==> src/rtl/motor_cmd_spi_slave.sv <==
// Mode-0 SPI slave that takes duty/direction commands from the host MCU and
// streams back a status word. A command watchdog zeroes the duty output if the host goes quiet.
module motor_cmd_spi_slave #(
    parameter int DUTY_CYCLE_WIDTH = 10,
    parameter int FRAME_BITS       = 16,
    parameter int WATCHDOG_CYCLES  = 2000000
) (
    input  logic                        clock,
    input  logic                        reset,
    input  logic                        spi_sck,
    input  logic                        spi_mosi,
    input  logic                        spi_ncs,
    output logic                        spi_miso,
    input  logic [2:0]                  hall,
    output logic [DUTY_CYCLE_WIDTH-1:0] duty_cycle,
    output logic                        direction,
    output logic                        frame_strobe,
    output logic                        timeout,
    output logic [7:0]                  error_count
);

    localparam int CNT_W = $clog2(FRAME_BITS + 2);
    localparam int WD_W  = $clog2(WATCHDOG_CYCLES + 1);
    localparam logic [CNT_W-1:0] BIT_SAT  = CNT_W'(FRAME_BITS + 1);
    localparam logic [CNT_W-1:0] BIT_FULL = CNT_W'(FRAME_BITS);
    localparam logic [WD_W-1:0]  WD_LAST  = WD_W'(WATCHDOG_CYCLES - 1);

    typedef enum logic [1:0] {
        IDLE   = 2'd0,
        SHIFT  = 2'd1,
        COMMIT = 2'd2
    } state_t;

    state_t state_reg, state_next;

    // Bit order in the synchroniser vectors: [2]=ncs, [1]=mosi, [0]=sck
    logic [2:0] pin_vec;
    logic [2:0] meta_reg, sync_reg, sync_d_reg;

    logic sck_rise, sck_fall, ncs_rise, ncs_fall, mosi_bit;

    logic [FRAME_BITS-1:0]       rx_reg;
    logic [FRAME_BITS-1:0]       tx_reg;
    logic [FRAME_BITS-1:0]       status_word;
    logic [CNT_W-1:0]            bit_cnt_reg;
    logic [WD_W-1:0]             wd_cnt_reg;
    logic [DUTY_CYCLE_WIDTH-1:0] duty_reg;
    logic                        direction_reg;
    logic                        strobe_reg;
    logic                        timeout_reg;
    logic [7:0]                  error_count_reg;
    logic                        commit_valid;

    assign pin_vec = {spi_ncs, spi_mosi, spi_sck};

    // ncs resets to the "low" view so a host already selecting us at reset
    // release produces no falling edge; it must deselect and reselect first.
    always_ff @(posedge clock) begin
        if (reset) begin
            meta_reg   <= '0;
            sync_reg   <= '0;
            sync_d_reg <= '0;
        end else begin
            meta_reg   <= pin_vec;
            sync_reg   <= meta_reg;
            sync_d_reg <= sync_reg;
        end
    end

    assign sck_rise = sync_reg[0] & ~sync_d_reg[0];
    assign sck_fall = ~sync_reg[0] & sync_d_reg[0];
    assign ncs_rise = sync_reg[2] & ~sync_d_reg[2];
    assign ncs_fall = ~sync_reg[2] & sync_d_reg[2];
    assign mosi_bit = sync_reg[1];

    always_comb begin
        status_word                    = '0;
        status_word[FRAME_BITS-1]      = timeout_reg;
        status_word[FRAME_BITS-2 -: 3] = hall;
        status_word[7:0]               = error_count_reg;
    end

    assign commit_valid = (state_reg == COMMIT) && (bit_cnt_reg == BIT_FULL);

    // State register
    always_ff @(posedge clock) begin
        if (reset) begin
            state_reg <= IDLE;
        end else begin
            state_reg <= state_next;
        end
    end

    // Next-state logic
    always_comb begin
        state_next = state_reg;
        case (state_reg)
            IDLE:    if (ncs_fall) state_next = SHIFT;
            SHIFT:   if (ncs_rise) state_next = COMMIT;
            COMMIT:  state_next = IDLE;
            default: state_next = IDLE;
        endcase
    end

    // Output logic
    always_comb begin
        spi_miso = 1'b0;
        if (state_reg == SHIFT) begin
            spi_miso = tx_reg[FRAME_BITS-1];
        end
    end

    // Shift registers and bit counter
    always_ff @(posedge clock) begin
        if (reset) begin
            rx_reg      <= '0;
            tx_reg      <= '0;
            bit_cnt_reg <= '0;
        end else begin
            case (state_reg)
                IDLE: begin
                    if (ncs_fall) begin
                        bit_cnt_reg <= '0;
                        tx_reg      <= status_word;
                    end
                end
                SHIFT: begin
                    if (sck_rise) begin
                        rx_reg <= {rx_reg[FRAME_BITS-2:0], mosi_bit};
                        if (bit_cnt_reg != BIT_SAT) begin
                            bit_cnt_reg <= bit_cnt_reg + 1'b1;
                        end
                    end
                    if (sck_fall) begin
                        tx_reg <= {tx_reg[FRAME_BITS-2:0], 1'b0};
                    end
                end
                default: ;
            endcase
        end
    end

    // Command outputs, error counter and watchdog; a valid commit beats expiry
    always_ff @(posedge clock) begin
        if (reset) begin
            duty_reg        <= '0;
            direction_reg   <= 1'b0;
            strobe_reg      <= 1'b0;
            timeout_reg     <= 1'b1;
            error_count_reg <= '0;
            wd_cnt_reg      <= '0;
        end else begin
            strobe_reg <= 1'b0;
            if (commit_valid) begin
                duty_reg      <= rx_reg[DUTY_CYCLE_WIDTH-1:0];
                direction_reg <= rx_reg[FRAME_BITS-1];
                strobe_reg    <= 1'b1;
                timeout_reg   <= 1'b0;
                wd_cnt_reg    <= '0;
            end else begin
                if ((state_reg == COMMIT) && (error_count_reg != 8'hFF)) begin
                    error_count_reg <= error_count_reg + 8'd1;
                end
                if (wd_cnt_reg == WD_LAST) begin
                    timeout_reg <= 1'b1;
                    duty_reg    <= '0;
                end else begin
                    wd_cnt_reg <= wd_cnt_reg + 1'b1;
                end
            end
        end
    end

    assign duty_cycle   = duty_reg;
    assign direction    = direction_reg;
    assign frame_strobe = strobe_reg;
    assign timeout      = timeout_reg;
    assign error_count  = error_count_reg;

endmodule

==> config.mk <==
export PLATFORM = sky130hd
export DESIGN_NAME = motor_cmd_spi_slave
export DESIGN_NICKNAME = d
export VERILOG_FILES = /design/src/rtl/motor_cmd_spi_slave.sv
export SDC_FILE = /design/constraint.sdc
export NUM_CORES = 1
export LEC_CHECK = 0
export BUFFER_PORTS_ARGS = -buffer_cell sky130_fd_sc_hd__buf_4
export CORE_MARGIN = 5
export CORE_UTILIZATION = 50
export CTS_BUF_LIST = sky130_fd_sc_hd__clkbuf_4 sky130_fd_sc_hd__clkbuf_8
export CTS_CLUSTER_DIAMETER = 40
export DETAILED_ROUTE_END_ITERATION = 10
export GPL_ROUTABILITY_DRIVEN = 0
export PLACE_DENSITY = 0.67
export SLEW_MARGIN = 20
export SYNTH_ARGS = -nofsm -noshare
export SYNTH_HDL_FRONTEND = slang
export SYNTH_SLANG_ARGS = --single-unit
==> constraint.sdc <==
create_clock -name clock -period 4.2 [get_ports clock]
set_clock_uncertainty 0.1 [all_clocks]
set_input_delay 0.42 -clock clock [delete_from_list [all_inputs] [get_ports clock]]
set_output_delay 0.42 -clock clock [all_outputs]
set_load 0.005 [all_outputs]
==> results_dict.tcl <==
set metrics [dict create \
    status "complete, no violations" \
    vias 3144 \
    ant_nets 0 \
    rsz0062_at_grt "false" \
    power_density_nw_per_um2 369 \
    dp.cells 548 \
    post-route-min-period_ns 2.32 \
    postCtsSetupBuffers 0 \
    final_layout_size_suffix_gt1_share_pct 11.6 \
    yosys_warnings 0 \
    avgSynthCellArea_um2 8.47 \
    cts_tree "built" \
    crit_fanout 18 \
    setup_viol 0 \
    dr.pass1.iters 5 \
    worstSkewPairLatency_ns 0.35 \
    setup_tns_ns 0 \
    first_iter_violations 146 \
    start_util_pct 51.6 \
    slowest_stage "nor2_1" \
    crit_type "flop to flop" \
    grt_antenna_before_repair 0 \
    post_cts_resized 0 \
    max_freq_mhz 431 \
    max-cap-violations 0 \
    nets 473 \
    hold_buffers 0 \
    area_growth_pct 12.1 \
    fp.dieH_um 97.0 \
    die-area_um2 9410 \
    setup_ws_ns 1.88 \
    largest_register_ffs 21 \
    hold_viol_final 0 \
    syn_nets 460 \
    maxSlewViolCount 0 \
    numCtsBuffers 9 \
    root_buffer "clkbuf_8" \
    maxSlewHeadroom_pct 43.0 \
    synth_flop_cell "dfxtp_1" \
    drc_errors 0 \
    num_antenna_cells 0 \
    syn_inst 447 \
    fin_total_pwr_w 0.00157 \
    place_ws_ns 1.93 \
    yosysSeqAreaShare_pct 47.1 \
    vdd_ir_drop_max_mv 0.240 \
    cts_htree_levels 3 \
    vias_per_cell 5.57 \
    track_usage_pct 17.0 \
    startpoint_type "flop" \
    hp-class "input port to flop" \
    post-route-util_pct 57.9 \
    worst_pin_slew_ns 0.852 \
    io_buffers 29 \
    drt-total-wl_mm 7.87 \
    crit_arrival_ns 2.45 \
    synth_cell_types 49 \
    worstSetupEndpointType "flop" \
    period_share_pct 55.3 \
    die_x_um 97.0 \
    grt_pass1_wl_mm 13.5 \
    coreArea_um2 7330 \
    p_leak_nw 1.43 \
    rows 31 \
    synth_edf_count 0 \
    place_hpwl_mm 5.16 \
    clock_path_buffers 2 \
    synth_seq_cells 89 \
    stdcell_count 564 \
    wl_per_cell_um 14.0 \
    synth.cell_area_um2 3780 \
    ff2ff_setup_slack_ns 1.88 \
    clock-sinks 89 \
    gr-total-overflow 0 \
    worst_path_largest_cell_delay_ns 0.69 \
    cts.clk_slew.worst_paths_ns 0.09 \
    critPathRequiredTime_ns 4.33 \
    pin_count 30 \
    path_cells "inv_1 -> ha_1 -> nand4bb_1 -> nor2_1 -> or2_2 -> nor3_1" \
    grt_max_degree 72 \
    synth_async_sr_flop_share_pct 0 \
    first_global_vias 2919 \
]
path summary, 6_finish.rpt:
| kind | cells after the start | start | to |
|---|---|---|---|
| worst max-delay path | 6 | bit_cnt_reg[0]$_SDFFE_PP0P_ | wd_cnt_reg[6]$_SDFFE_PP0P_ |
| worst min-delay path | 2 | spi_sck | meta_reg[0]$_SDFF_PP0_ |
| worst max register to register | 6 | bit_cnt_reg[0]$_SDFFE_PP0P_ | wd_cnt_reg[6]$_SDFFE_PP0P_ |
| worst min register to register | 1 | meta_reg[2]$_SDFF_PP0_ | sync_reg[2]$_SDFF_PP0_ |
logic make-up after synthesis:
group	share of synthesized area, %
xor gates and xnor gates	1.62
adders and majority gates	1.92
and+or+nand+nor	26.0
muxes	1.88
DFF	47.1
AOI/OAI and AO/OA	17.4
buffers and inverters	4.07
placed cells by master, fill, tap and decap left out, types with 5 or more instances in the layout:
master	n
dfxtp_1	89
nand2_1	79
a21oi_1	50
buf_4	30
nor2_1	28
o21ai_0	22
nand3_1	15
a21boi_0	11
a311oi_1	11
clkbuf_8	10
inv_1	9
nor2b_1	8
nand4_1	8
or3_1	8
nor3_1	6
or4_1	6
mux2i_1	6
and2_1	5
o31ai_1	5
ha_1	5
power by group:
group          internal [W]  switching (W)  leakage, nW
combinational     0.0000165      0.0000295        0.596
clock              0.000366       0.000294        0.114
sequential         0.000853     0.00000644        0.720
total               0.00124       0.000330         1.43
per-stage QoR:
| step | hold WS, ns | instance area [um2] |
|---|---|---|
| floorplan | 0.314 | 3780 |
| global placement | 0.319 | 4010 |
| detailed placement | 0.325 | 4010 |
| CTS | 0.164 | 4240 |
| global route | 0.168 | 4240 |
| finish | 0.172 | 4240 |
area by class of cell:
class                      instances  area, um2
fill                             697       3090
multi-input combinational        321       1850
sequential                        89       1780
timing repair buffer              30        225
clock buffer                      12        153
tap                               99        124
clock inverter                     4       76.3
inverter                           9       33.8
cells in the mapped netlist, drive strengths merged, types with 3 or more instances:
| cell | instances | share of area (%) |
|---|---|---|
| nand3 | 15 | 2.0 |
| and4 | 4 | 0.93 |
| or3 | 8 | 1.3 |
| nand4 | 9 | 1.7 |
| nand2b | 4 | 0.66 |
| nor2b | 8 | 1.3 |
| nor2 | 28 | 2.8 |
| a31oi | 3 | 0.50 |
| a21boi | 11 | 2.2 |
| buf | 9 | 1.3 |
| xor2 | 4 | 0.93 |
| xnor2 | 3 | 0.69 |
| a211oi | 3 | 0.59 |
| a311oi | 11 | 2.5 |
| clkbuf | 19 | 1.9 |
| ha | 5 | 1.7 |
| o21ai | 22 | 2.9 |
| dfxtp | 89 | 47 |
| and2 | 5 | 0.83 |
| nor3 | 6 | 0.79 |
| o31ai | 5 | 0.99 |
| inv | 9 | 0.89 |
| mux2i | 6 | 1.6 |
| nand2 | 79 | 7.8 |
| nor4 | 3 | 0.50 |
| a21oi | 51 | 6.8 |
| or4 | 6 | 1.2 |
layer usage:
metal  up-vias  wire [um]  global-route usage (%)  part of all wire (%)
met5         -          0                       0                     0
met4         0         99                    7.02                   1.3
met3        10        324                    3.67                   4.1
met2        63       3640                    27.0                    46
met1      1466       3800                    22.3                    48
li1       1605          -                       -                     -
worst max-delay path, delay by kind of cell, from the launching register on:
| family | cells | cell delay, ns |
|---|---|---|
| and+or+nand+nor | 4 | 1.44 |
| DFF | 1 | 0.35 |
| adders and majority gates | 1 | 0.20 |
| buffers and inverters | 1 | 0.10 |
No activity file was read; power rests on OpenSTA's default activity.
